==> config.mk <==
export PLATFORM = sky130hd
export DESIGN_NAME = lsu_mem_port
export DESIGN_NICKNAME = d
export VERILOG_FILES = /design/src/rtl/lsu_mem_port.sv
export SDC_FILE = /design/constraint.sdc
export NUM_CORES = 1
export LEC_CHECK = 0
export ABC_AREA = 1
export CAP_MARGIN = 0
export CORE_MARGIN = 2
export CORE_UTILIZATION = 45
export CTS_CLUSTER_DIAMETER = 150
export CTS_CLUSTER_SIZE = 24
export DETAILED_ROUTE_END_ITERATION = 10
export GPL_TIMING_DRIVEN = 0
export PLACE_DENSITY = 0.75
export SETUP_SLACK_MARGIN = 0.1
export SYNTH_ARGS = -nofsm -noshare
export SYNTH_HDL_FRONTEND = slang
export SYNTH_SLANG_ARGS = --single-unit
==> constraint.sdc <==
create_clock -name clk -period 8.8 [get_ports clk]
set_input_delay 1.76 -clock clk [delete_from_list [all_inputs] [get_ports clk]]
set_output_delay 1.76 -clock clk [all_outputs]
set_load 0.005 [all_outputs]
==> src/rtl/lsu_mem_port.sv <==
// Single-client load/store port: alignment/funct3 checking, registered memory read,
// read-modify-write for sub-word stores, and tagged, sign/zero-extended responses.
module lsu_mem_port #(
  parameter int unsigned DATA_WIDTH = 32,
  parameter int unsigned ADDR_WIDTH = 32,
  parameter int unsigned TAG_WIDTH  = 6
) (
  input  logic                  clk,
  input  logic                  rst,
  input  logic                  req_valid,
  output logic                  req_ready,
  input  logic                  req_is_store,
  input  logic [2:0]            req_funct3,
  input  logic [ADDR_WIDTH-1:0] req_addr,
  input  logic [DATA_WIDTH-1:0] req_wdata,
  input  logic [TAG_WIDTH-1:0]  req_tag,
  input  logic                  flush,
  output logic                  resp_valid,
  output logic [TAG_WIDTH-1:0]  resp_tag,
  output logic [DATA_WIDTH-1:0] resp_data,
  output logic                  resp_fault,
  output logic                  mem_rd_en,
  output logic [ADDR_WIDTH-1:0] mem_raddr,
  input  logic [DATA_WIDTH-1:0] mem_rdata,
  input  logic                  mem_rdata_valid,
  output logic                  mem_write_en,
  output logic [ADDR_WIDTH-1:0] mem_waddr,
  output logic [DATA_WIDTH-1:0] mem_wdata
);

  typedef enum logic [2:0] {
    IDLE,
    FAULT,
    LD_REQ,
    LD_WAIT,
    RMW_REQ,
    RMW_WAIT,
    ST_WRITE
  } state_t;

  state_t                r_state, w_state_n;
  logic [2:0]            r_funct3, w_funct3_n;
  logic [ADDR_WIDTH-1:0] r_addr, w_addr_n;
  logic [DATA_WIDTH-1:0] r_wdata, w_wdata_n;
  logic [TAG_WIDTH-1:0]  r_tag, w_tag_n;
  logic                  r_drop, w_drop_n;

  logic                  r_resp_valid, w_resp_valid_n;
  logic [TAG_WIDTH-1:0]  r_resp_tag, w_resp_tag_n;
  logic [DATA_WIDTH-1:0] r_resp_data, w_resp_data_n;
  logic                  r_resp_fault, w_resp_fault_n;
  logic                  r_mem_rd_en, w_mem_rd_en_n;
  logic [ADDR_WIDTH-1:0] r_mem_raddr, w_mem_raddr_n;
  logic                  r_mem_write_en, w_mem_write_en_n;
  logic [ADDR_WIDTH-1:0] r_mem_waddr, w_mem_waddr_n;
  logic [DATA_WIDTH-1:0] r_mem_wdata, w_mem_wdata_n;

  logic                  w_illegal;
  logic                  w_misalign;
  logic [DATA_WIDTH-1:0] w_ld_ext;
  logic [DATA_WIDTH-1:0] w_merge;

  // Request legality, evaluated on the raw request so the fault path needs no extra state.
  always_comb begin
    if (req_is_store) begin
      w_illegal = !(req_funct3 inside {3'b000, 3'b001, 3'b010});
    end else begin
      w_illegal = req_funct3 inside {3'b011, 3'b110, 3'b111};
    end
    w_misalign = ((req_funct3[1:0] == 2'b01) && req_addr[0]) ||
                 ((req_funct3[1:0] == 2'b10) && (req_addr[1:0] != 2'b00));
  end

  // Memory returns the window starting at the request address, so the low bits are the operand.
  always_comb begin
    case (r_funct3)
      3'b000:  w_ld_ext = {{(DATA_WIDTH-8){mem_rdata[7]}}, mem_rdata[7:0]};
      3'b100:  w_ld_ext = {{(DATA_WIDTH-8){1'b0}}, mem_rdata[7:0]};
      3'b001:  w_ld_ext = {{(DATA_WIDTH-16){mem_rdata[15]}}, mem_rdata[15:0]};
      3'b101:  w_ld_ext = {{(DATA_WIDTH-16){1'b0}}, mem_rdata[15:0]};
      default: w_ld_ext = mem_rdata;
    endcase
  end

  always_comb begin
    if (r_funct3[0]) begin
      w_merge = {mem_rdata[DATA_WIDTH-1:16], r_wdata[15:0]};
    end else begin
      w_merge = {mem_rdata[DATA_WIDTH-1:8], r_wdata[7:0]};
    end
  end

  always_comb begin
    w_state_n        = r_state;
    w_funct3_n       = r_funct3;
    w_addr_n         = r_addr;
    w_wdata_n        = r_wdata;
    w_tag_n          = r_tag;
    w_drop_n         = r_drop;
    w_resp_valid_n   = 1'b0;
    w_resp_tag_n     = r_resp_tag;
    w_resp_data_n    = r_resp_data;
    w_resp_fault_n   = r_resp_fault;
    w_mem_rd_en_n    = 1'b0;
    w_mem_raddr_n    = r_mem_raddr;
    w_mem_write_en_n = 1'b0;
    w_mem_waddr_n    = r_mem_waddr;
    w_mem_wdata_n    = r_mem_wdata;

    case (r_state)
      IDLE: begin
        if (req_valid) begin
          w_funct3_n = req_funct3;
          w_addr_n   = req_addr;
          w_wdata_n  = req_wdata;
          w_tag_n    = req_tag;
          w_drop_n   = 1'b0;
          if (w_illegal || w_misalign) begin
            w_state_n = FAULT;
          end else if (!req_is_store) begin
            w_drop_n  = flush;
            w_state_n = LD_REQ;
          end else if (req_funct3 == 3'b010) begin
            w_state_n = ST_WRITE;
          end else begin
            w_state_n = RMW_REQ;
          end
        end
      end
      FAULT: begin
        w_resp_valid_n = 1'b1;
        w_resp_tag_n   = r_tag;
        w_resp_data_n  = '0;
        w_resp_fault_n = 1'b1;
        w_state_n      = IDLE;
      end
      LD_REQ: begin
        w_mem_rd_en_n = 1'b1;
        w_mem_raddr_n = r_addr;
        if (flush) w_drop_n = 1'b1;
        w_state_n = LD_WAIT;
      end
      LD_WAIT: begin
        if (flush) w_drop_n = 1'b1;
        if (mem_rdata_valid) begin
          if (!r_drop && !flush) begin
            w_resp_valid_n = 1'b1;
            w_resp_tag_n   = r_tag;
            w_resp_data_n  = w_ld_ext;
            w_resp_fault_n = 1'b0;
          end
          w_drop_n  = 1'b0;
          w_state_n = IDLE;
        end
      end
      RMW_REQ: begin
        w_mem_rd_en_n = 1'b1;
        w_mem_raddr_n = r_addr;
        w_state_n     = RMW_WAIT;
      end
      RMW_WAIT: begin
        if (mem_rdata_valid) begin
          // Strobe is launched here so the merged write lands as ST_WRITE is entered.
          w_wdata_n        = w_merge;
          w_mem_write_en_n = 1'b1;
          w_mem_waddr_n    = r_addr;
          w_mem_wdata_n    = w_merge;
          w_state_n        = ST_WRITE;
        end
      end
      ST_WRITE: begin
        // First visit launches the strobe; the response follows the cycle the write is issued.
        if (!r_mem_write_en) begin
          w_mem_write_en_n = 1'b1;
          w_mem_waddr_n    = r_addr;
          w_mem_wdata_n    = r_wdata;
        end else begin
          w_resp_valid_n = 1'b1;
          w_resp_tag_n   = r_tag;
          w_resp_data_n  = '0;
          w_resp_fault_n = 1'b0;
          w_state_n      = IDLE;
        end
      end
      default: w_state_n = IDLE;
    endcase
  end

  always_ff @(posedge clk or posedge rst) begin
    if (rst) begin
      r_state        <= IDLE;
      r_funct3       <= '0;
      r_addr         <= '0;
      r_wdata        <= '0;
      r_tag          <= '0;
      r_drop         <= 1'b0;
      r_resp_valid   <= 1'b0;
      r_resp_tag     <= '0;
      r_resp_data    <= '0;
      r_resp_fault   <= 1'b0;
      r_mem_rd_en    <= 1'b0;
      r_mem_raddr    <= '0;
      r_mem_write_en <= 1'b0;
      r_mem_waddr    <= '0;
      r_mem_wdata    <= '0;
    end else begin
      r_state        <= w_state_n;
      r_funct3       <= w_funct3_n;
      r_addr         <= w_addr_n;
      r_wdata        <= w_wdata_n;
      r_tag          <= w_tag_n;
      r_drop         <= w_drop_n;
      r_resp_valid   <= w_resp_valid_n;
      r_resp_tag     <= w_resp_tag_n;
      r_resp_data    <= w_resp_data_n;
      r_resp_fault   <= w_resp_fault_n;
      r_mem_rd_en    <= w_mem_rd_en_n;
      r_mem_raddr    <= w_mem_raddr_n;
      r_mem_write_en <= w_mem_write_en_n;
      r_mem_waddr    <= w_mem_waddr_n;
      r_mem_wdata    <= w_mem_wdata_n;
    end
  end

  assign req_ready    = (r_state == IDLE);
  assign resp_valid   = r_resp_valid;
  assign resp_tag     = r_resp_tag;
  assign resp_data    = r_resp_data;
  assign resp_fault   = r_resp_fault;
  assign mem_rd_en    = r_mem_rd_en;
  assign mem_raddr    = r_mem_raddr;
  assign mem_write_en = r_mem_write_en;
  assign mem_waddr    = r_mem_waddr;
  assign mem_wdata    = r_mem_wdata;

endmodule

==> out/qor.txt <==
GRT Util Overall = 0.2498
Crit path max fanout = 10
Post-cts resize count = 0
Cell row count = 52
Gr ovfl total = 0
CTS tree = built
CTS buffer count = 12
Vias per inst = 5.153
Max H-tree Level = 1
Die W = 146.9 um
Area Overhead vs Synth = 34.64%
First-pass GRT wire length = 43410 um
Top-area cell type share of the netlist area = 0.5854
Wirelength, routed = 26980 um
Hold slack = 0.4748 ns
Setup Crit Path Kind = reg2out
Starting DRT DRC Count = 597
Crit path DAT = 2.45 ns
Fin Setup TNS = 0 ns
Utilization after layout = 0.6136
Sequential share of the synthesized area = 0.5854
CP startpoint kind = flip-flop
Most frequent cell after synthesis = nand2_1
Clock-pin slew on the worst setup and hold paths = 0.10 ns
Yosys cell types = 22
Clk sinks = 215
Slowest-stage cell, CP = clkdlybuf4s50_1
Max incr delay on CP = 0.53 ns
Initial core utilization = 0.4557
First-pass DRT Iterations = 5
Antenna viol nets, final = 0
Placed Cells = 1626
Setup Viol. Count Final = 0
VDD IR max = 149.1 uV
Final hold violation count = 0
Max cap viols = 0
Vias in the first global route = 8311
Final Max Slew Viols = 0
Peak Freq = 237.7 MHz
Final cell count without fillers = 1640
Period utilisation layout = 0.4781
Crit path capture type = output pin
Num ports = 250
Fraction of registers with async set or reset after synthesis = 1.000
Post-DP HPWL = 19450 um
Postcts setup bufs = 0
Ant. Diodes = 0
Post-Synthesis Cell Area = 9191 um2
Static Leak = 6.115 nW
Core area = 20170 um2
Vias post-DR = 8451
Period minus WS final = 4.207 ns
Layout cells sized above 1 = 0.04818
CTS root buf = clkbuf_16
Status = finished, final reports clean
Synthesis-stage register bit count = 215
Syn Nets = 1218
Place WS = 5.167 ns
Port buffer count = 248
Crit-path cells = nor2_2, nand2_1, inv_2, buf_2, buf_2, clkdlybuf4s50_1
DRC Markers = 0
Initial antenna violation count = 0
Commonest cells in the netlist = nand2_1, dfrtp_1, nand3_1
Final nets = 1481
Area contributors post-synth = dfrtp_1, nand2_1, nand3_1, a21oi_1, o21ai_0
Post-CTS Hold Fix Bufs = 0
Post-synth EDFFs = 0
Top_reg_cell synth = dfrtp_1
Die Ht = 146.9 um
Most used cell, CP = buf_2
GP Congestion = 0.8390
Clock insertion delay at the later pin of the skew report = 0.48 ns
Die area = 21580 um2
Tightest Pin Transition = 0.8566 ns
Clk_skew = 0.01962 ns
Pwr dens = 330.9 nW/um2
Required time of the critical path = 7.04 ns
Worst Hold Class = reg2reg
Slew HR = 0.4290
Clk buf depth = 3
RSZ-0062 raised after global routing = false
Cell family with most CP delay = buffers and inverters
Wire per inst = 16.45 um
Pin count of the biggest net entering global routing = 111
Yosys top cell by area = dfrtp_1
CP bufs+invs = 4
Cell count after synthesis = 1107
Avg Inst Size Synth = 8.303 um2
Synth warn = 0
PnR worst setup slack = 4.593 ns
==> flip-flops by register name, summed over array words and instances (netlist names) <==
register      flops
mem_raddr        32
mem_waddr        32
mem_wdata        32
r_addr           32
r_wdata          32
resp_data        32
r_tag             6
resp_tag          6
r_funct3          3
r_state           3
mem_rd_en         1
mem_write_en      1
r_drop            1
resp_fault        1
resp_valid        1
==> layout by cell type (no fill, tap or decap), drive strengths merged <==
master	n
nand2	443
clkdlybuf4s50	248
dfrtp	215
nand3	129
nor2	63
a21oi	54
o21ai	54
inv	47
buf	44
clkbuf	43
a31oi	17
nand4	10
or2	1
nor3	1
o211ai	1
==> worst reg2reg max path, delay by kind of cell, from the launching register on <==
kind                   cells  cell delay (ns)
and+or+nand+nor            4             0.67
DFF                        1             0.49
buffers and inverters      3             0.77
==> per-stage QoR <==
stage | area, um2 | power (mW)
after CTS | 12380 | 4.124
after global routing | 12380 | 4.409
after floorplan | 9191 | 2.589
final | 12380 | 4.095
after detailed placement | 12050 | 3.534
after global placement | 12010 | 3.482
==> per-layer routing <==
metal  GRT usage  share of wire  up-vias
met5           0              0        -
met1      0.3327           0.41     4003
met2      0.4117           0.47      352
met4     0.05577          0.018        0
met3     0.07050           0.10       40
li1            -              -     4056
==> final cells by class <==
type	count	area, um2
fillers	1777	7794
flip-flops and latches	215	5380
multi-input cells	773	3296
repair buffers	249	2510
plain buffers	72	339.1
well taps	270	337.8
clock buffers	14	329.1
inverters	47	183.9
==> final timing paths <==
check / from / end / slack, ns / cells after the start
max: r_state[0] / req_ready / 4.59 / 6
min reg2reg: mem_raddr[5] / mem_raddr[5] / 0.47 / 2
min: mem_raddr[5] / mem_raddr[5] / 0.47 / 2
max reg2reg: r_state[0] / mem_raddr[12] / 6.82 / 7
min in group asynchronous: rst / resp_tag[4] / 1.80 / 2
max in group asynchronous: rst / mem_waddr[25] / 6.03 / 3
==> power breakdown <==
part	switching (mW)	internal [mW]
sequential	0.262	1.42
clock	0.315	0.267
combinational	0.983	0.850
==> logic make-up (layout without fill, tap and decap cells) <==
logic type / Yosys count / after routing / synth area share
AO/OA/AOI/OAI: 126 / 126 / 0.07120
flip-flops: 215 / 215 / 0.5854
buffers and inverters: 119 / 382 / 0.05608
AND/OR/NAND/NOR: 647 / 647 / 0.2874
(Power assumes the default switching activity.)
